--- src/rtl/ac97_pkg.sv ---
// ac97_pkg: AC97 register map, init length, scheduler states and command builders.
package ac97_pkg;
    localparam logic [6:0] REG_RESET    = 7'h00;
    localparam logic [6:0] REG_HP_VOL   = 7'h04;
    localparam logic [6:0] REG_BEEP_VOL = 7'h0A;
    localparam logic [6:0] REG_MIC_VOL  = 7'h0E;
    localparam logic [6:0] REG_PCM_VOL  = 7'h18;
    localparam logic [6:0] REG_REC_SEL  = 7'h1A;
    localparam logic [6:0] REG_REC_GAIN = 7'h1C;
    localparam logic [6:0] REG_GEN_PURP = 7'h20;
    localparam logic [7:0] READ_FLAG    = 8'h80;
    localparam int         INIT_LEN     = 7;
    localparam logic [23:0] IDLE_CMD    = {READ_FLAG | {1'b0, REG_RESET}, 16'h0000};

    typedef enum logic [1:0] {WAIT, INIT, RUN} state_t;

    function automatic logic [23:0] wr_cmd(input logic [6:0] addr, input logic [15:0] data);
        return {1'b0, addr, data};
    endfunction

    function automatic logic [23:0] hp_vol_cmd(input logic [4:0] att);
        return wr_cmd(REG_HP_VOL, {3'b000, att, 3'b000, att});
    endfunction

    function automatic logic [23:0] rec_sel_cmd(input logic [2:0] src);
        return wr_cmd(REG_REC_SEL, {5'b00000, src, 5'b00000, src});
    endfunction
endpackage

--- src/rtl/ac97_init_rom.sv ---
// ac97_init_rom: codec bring-up command table, indexed by init step.
module ac97_init_rom
    import ac97_pkg::*;
(
    input  logic [2:0]  index,
    input  logic [4:0]  att,
    input  logic [2:0]  source,
    output logic [23:0] command
);
    always_comb begin
        case (index)
            3'd0:    command = hp_vol_cmd(att);
            3'd1:    command = wr_cmd(REG_PCM_VOL, 16'h0808);
            3'd2:    command = rec_sel_cmd(source);
            3'd3:    command = wr_cmd(REG_REC_GAIN, 16'h0F0F);
            3'd4:    command = wr_cmd(REG_MIC_VOL, 16'h8048);
            3'd5:    command = wr_cmd(REG_BEEP_VOL, 16'h0000);
            3'd6:    command = wr_cmd(REG_GEN_PURP, 16'h8000);
            default: command = IDLE_CMD;
        endcase
    end
endmodule

--- src/rtl/ac97_cmd_sched.sv ---
// ac97_cmd_sched: issues one codec command per ready frame -- warm-up reads,
// init table, then host writes and volume/source tracking.
module ac97_cmd_sched
    import ac97_pkg::*;
#(
    parameter int INIT_WAIT = 2
) (
    input  logic        clock,
    input  logic        reset_n,
    input  logic        ready,
    input  logic [4:0]  volume,
    input  logic [2:0]  source,
    input  logic        host_req,
    input  logic [6:0]  host_addr,
    input  logic [15:0] host_data,
    output logic        host_ack,
    output logic [7:0]  command_address,
    output logic [15:0] command_data,
    output logic        command_valid,
    output logic        init_done
);
    state_t      state, state_n;
    logic        ready_q, load, ack_n, done_n;
    logic [15:0] cnt, cnt_n;
    logic [2:0]  idx, idx_n, src_sh, src_n;
    logic [4:0]  vol_sh, vol_n, att;
    logic [23:0] rom_cmd, cmd_n;

    assign load = ready & ~ready_q;
    assign att  = 5'd31 - volume;

    ac97_init_rom u_rom (.index(idx), .att(att), .source(source), .command(rom_cmd));

    always_comb begin
        state_n = state;
        cnt_n   = cnt;
        idx_n   = idx;
        vol_n   = vol_sh;
        src_n   = src_sh;
        cmd_n   = {command_address, command_data};
        ack_n   = 1'b0;
        done_n  = init_done;
        if (load) begin
            case (state)
                WAIT: begin
                    cmd_n   = IDLE_CMD;
                    cnt_n   = cnt + 16'd1;
                    state_n = (int'(cnt) + 1 >= INIT_WAIT) ? INIT : WAIT;
                end
                INIT: begin
                    cmd_n = rom_cmd;
                    idx_n = idx + 3'd1;
                    vol_n = (idx == 3'd0) ? volume : vol_sh;
                    src_n = (idx == 3'd2) ? source : src_sh;
                    if (idx == 3'(INIT_LEN - 1)) begin
                        state_n = RUN;
                        done_n  = 1'b1;
                    end
                end
                default: begin
                    if (host_req) begin
                        cmd_n = wr_cmd(host_addr, host_data);
                        ack_n = 1'b1;
                    end else if (volume != vol_sh) begin
                        cmd_n = hp_vol_cmd(att);
                        vol_n = volume;
                    end else if (source != src_sh) begin
                        cmd_n = rec_sel_cmd(source);
                        src_n = source;
                    end else begin
                        cmd_n = IDLE_CMD;
                    end
                end
            endcase
        end
    end

    // ready_q resets high so a ready already high at release is not an edge
    always_ff @(posedge clock or negedge reset_n) begin
        if (!reset_n) begin
            state           <= WAIT;
            ready_q         <= 1'b1;
            cnt             <= '0;
            idx             <= '0;
            vol_sh          <= 5'd31;
            src_sh          <= 3'd0;
            command_address <= READ_FLAG;
            command_data    <= 16'h0000;
            command_valid   <= 1'b0;
            host_ack        <= 1'b0;
            init_done       <= 1'b0;
        end else begin
            state           <= state_n;
            ready_q         <= ready;
            cnt             <= cnt_n;
            idx             <= idx_n;
            vol_sh          <= vol_n;
            src_sh          <= src_n;
            command_address <= cmd_n[23:16];
            command_data    <= cmd_n[15:0];
            command_valid   <= 1'b1;
            host_ack        <= ack_n;
            init_done       <= done_n;
        end
    end
endmodule

--- config.mk ---
export PLATFORM = sky130hd
export DESIGN_NAME = ac97_cmd_sched
export DESIGN_NICKNAME = d
export VERILOG_FILES = /design/src/rtl/ac97_pkg.sv /design/src/rtl/ac97_init_rom.sv /design/src/rtl/ac97_cmd_sched.sv
export SDC_FILE = /design/constraint.sdc
export NUM_CORES = 1
export LEC_CHECK = 0
export BUFFER_PORTS_ARGS = -buffer_cell sky130_fd_sc_hd__buf_2
export CORE_ASPECT_RATIO = 0.5
export CORE_MARGIN = 3
export CORE_UTILIZATION = 60
export CTS_CLUSTER_SIZE = 16
export DETAILED_ROUTE_END_ITERATION = 6
export PLACE_DENSITY = 0.95
export SYNTH_ARGS = -nofsm -noshare
export SYNTH_HDL_FRONTEND = slang
export SYNTH_HIERARCHICAL = 1
export SYNTH_SLANG_ARGS = --single-unit
--- constraint.sdc ---
create_clock -name clock -period 5.23 [get_ports clock]
set_clock_uncertainty 0.05 [all_clocks]
set_input_delay 1.046 -clock clock [delete_from_list [all_inputs] [get_ports clock]]
set_output_delay 1.046 -clock clock [all_outputs]
set_load 0.02 [all_outputs]
==> impl_results.md <==
* Sequential element share of the synthesized area at 0.438
* Launching element type of the critical path: primary input
* Critical-path cell with the highest stage delay: sky130_fd_sc_hd__nand2b_1
* Period utilization at 0.538
* Root buffer selected by CTS: sky130_fd_sc_hd__clkbuf_8
* Core outline area at about 0.0051 mm^2
* CTS H-Tree Depth at 3
* Element type at the critical path end: register
* Final hold vios at 0
* Worst endpoint required time at 5.40 ns
* Worst path depth at 6
* Final setup violation count at 0
* Synth warnings at 6
* Cell variety after synth at 59
* First-pass GRT wire length at 12.8 mm
* Hold buffer count at CTS at 0
* Clock edge transition at the registers on the reported setup and hold paths at 0.07 ns
* Setup Fix Bufs, Post-CTS at 0
* Area growth, synth to finish at 10.9%
* Number of cells traversed by the worst register-to-register path at 5
* Number of max-cap violations at 0
* CTS resizes at 0
* Launch instance of the worst register-to-register path: ready_q
* Slew Limit Headroom at 0.197
* Fin nets at about 420
* Area of placed instances at 0.00348 mm^2
* Cell area after synthesis at between 0.003 and 0.004 mm^2
* Run status: finished clean
* Detailed Routing Iterations Pass 1 at 7
* Endpoint arrival time on the critical path at approximately 3.0 ns
* Synth area leaders: sky130_fd_sc_hd__dfrtp_1 (38%), sky130_fd_sc_hd__dfstp_2 (5.6%), sky130_fd_sc_hd__nor2_1 (4.1%)
* Crit-path leading delay family: simple AND/OR/NAND/NOR gates
* Crit Path Category: in -> reg
* Worst Max-Slew Pin Slew at 1.20 ns
* Total of flip-flops plus latches after synthesis at 57
* Total routed wirelength at 7.75 mm
* Sink Count at 57
* Number of clock buffers inserted by TritonCTS at 9
* Number of antenna-violating nets in the routed design at 0
* Worst-Skew Late Latency at about 0.35 ns
* Share of the core filled with cells at 0.715
* Capture point of the critical path: cnt[8]
* Total GRT Usage at 0.250
* Reported leakage power at about 1.7 nW
* Proportion of register bits with asynchronous set or reset after synthesis at 1.00
* Die Y-Extent at between 50 and 60 um
* Highest clock frequency the design can meet at 356 MHz
* Most common cell after layout, fill and taps aside: sky130_fd_sc_hd__buf_2
* Dpl hpwl at 5.36 mm
* Critical path origin: ready
* Die area at approximately 0.0064 mm^2
* Detailed Route Iter0 Violations at 282
* Proportion of layout cells with a drive suffix above 1 at 0.282
* Horizontal die dimension at 111 um
* Leading cell types in the layout, fill and taps excluded: sky130_fd_sc_hd__buf_2 (61), sky130_fd_sc_hd__dfrtp_1 (50), sky130_fd_sc_hd__nor2_1 (36)
* Peak supply drop at approximately 0.28 mV
* Final design area excluding fillers at roughly 0.0036 mm^2
* Pwr/cell area at 504 mW/mm^2
* Top-area cell type share of the netlist area at 0.382
* Initial antenna violation count at 0
* Unrepaired setup endpoints after global routing: no
* DRC errors left at 0
* Syn avg cell area at 9.91 um^2
* Worst slack, placed at 2.11 ns
* Biggest fanout along the worst timing path at 33
* Post-Syn Instances at between 300 and 400
* Number of top-level pins at 62
* Initial core utilization at 0.644
* Routability congestion estimate at about 0.90
* Crit Reg-Reg Endpoint: cnt[8]
* Register-to-register path setup slack at 2.77 ns
* Filler cells at roughly 340
* Detailed-route via count at approximately 2,800
* Setup TNS at 0 ns
* Gr ovfl total at 0
* Number of pins exceeding their max-slew limit in the final report at 0
* TritonCTS clock tree: yes
* Cell taking the most area after synthesis: sky130_fd_sc_hd__dfrtp_1
* Startpoint of the tightest hold check path: init_done
* Worst-case setup margin in the final layout at roughly 2.4 ns
* Number of buffers and inverters on the critical path at 1
* Post-layout minimum cycle time at about 2.8 ns
* Class of the tightest hold or removal check: reg -> reg
* Routed wire length per instance at roughly 17 um
* Maximum number of pins on one net before global-route repair at 58
* Via-to-Cell Ratio at 6.15
* Count of antenna diodes in the layout at 0
* Post-synth EDFFs at 0
* Port Buffers at a little over 60
* Delay of the slowest cell on the worst path at between 0.6 and 0.7 ns
* Row count at 18
* Number of global-route vias before repair at around 2,700
* Top_reg_cell synth: sky130_fd_sc_hd__dfrtp_1
* Max clock buf depth at 2
* Cells traversed along the worst timing path: buf_2 -> nand2b_1 -> nor3_4 -> and2_1 -> nand4_1 -> xnor2_1
-- cells by family after synthesis --
kind of cell,after synthesis,share of synthesized area
other,2,0.00229
muxes,10,0.0378
and+or+nand+nor,113,0.179
adders and majority gates,5,0.0191
xor gates and xnor gates,26,0.0694
AOI/OAI and AO/OA,74,0.171
buffers and inverters,44,0.0839
DFF,57,0.438
-- how the worst min path moves through the flow --
stage	slack, ns	cells after the start	end
after floorplan	0.41	1	cnt[15]
after global placement	0.41	1	init_done
after detailed placement	0.40	1	init_done
after CTS	0.43	1	init_done
after global routing	0.46	1	init_done
final	0.42	1	init_done
-- through the flow --
stage	hold WS, ns	total power, mW	cells
4_1_cts	0.426	1.83	453
3_5_place_dp	0.401	1.48	437
3_3_place_gp	0.407	1.42	437
6_report	0.421	1.83	453
5_1_grt	0.460	1.95	453
2_1_floorplan	0.406	1.29	336
-- synthesized netlist by cell type (9+ instances only) --
library cell and n:
sky130_fd_sc_hd__inv_1 11, sky130_fd_sc_hd__buf_4 11, sky130_fd_sc_hd__nand3_1 11, sky130_fd_sc_hd__xnor2_1 15, sky130_fd_sc_hd__a221oi_1 13, sky130_fd_sc_hd__dfrtp_1 50
sky130_fd_sc_hd__a21oi_1 12, sky130_fd_sc_hd__nand2_1 23, sky130_fd_sc_hd__nor2_1 36, sky130_fd_sc_hd__o21ai_0 14, sky130_fd_sc_hd__xor2_1 11, sky130_fd_sc_hd__clkbuf_1 9
-- worst reg2reg max path, delay by kind of cell (launching register included) --
kind,cells,cell delay [ns]
xor+xnor,1,0.16
simple gates,4,1.75
flops,1,0.38
-- metal layers --
layer  GRT usage  vias up  routed length [um]
li1            -     1255                   -
met1       0.297     1336                2910
met2       0.420      163                3910
met3      0.0918       31                 699
met4       0.111        0                 232
met5           0        -                   0
-- cell type report --
cell class,count,area [um^2],share of cell area
repair buffers,64,328,0.0901
clock buffers,12,135,0.0372
multi-input cells,235,1590,0.437
inverters,11,41.3,0.0114
flip-flops and latches,57,1440,0.395
well taps,70,87.6,0.0241
clock inverters,4,22.5,0.00619
-- power by group --
part           internal [mW]  leakage [nW]  switching, mW  total (mW)
logic                  0.311         0.903          0.429       0.740
registers              0.596         0.700          0.157       0.753
clock network          0.169        0.0801          0.172       0.341
-- state kept, by name, summed over array words and instances, names as in the netlist --
register,flops
cnt,16
command_data,16
command_address,8
vol_sh,5
idx,3
src_sh,3
state,2
command_valid,1
host_ack,1
init_done,1
ready_q,1
Note: power is estimated with default switching activity, not from simulation.
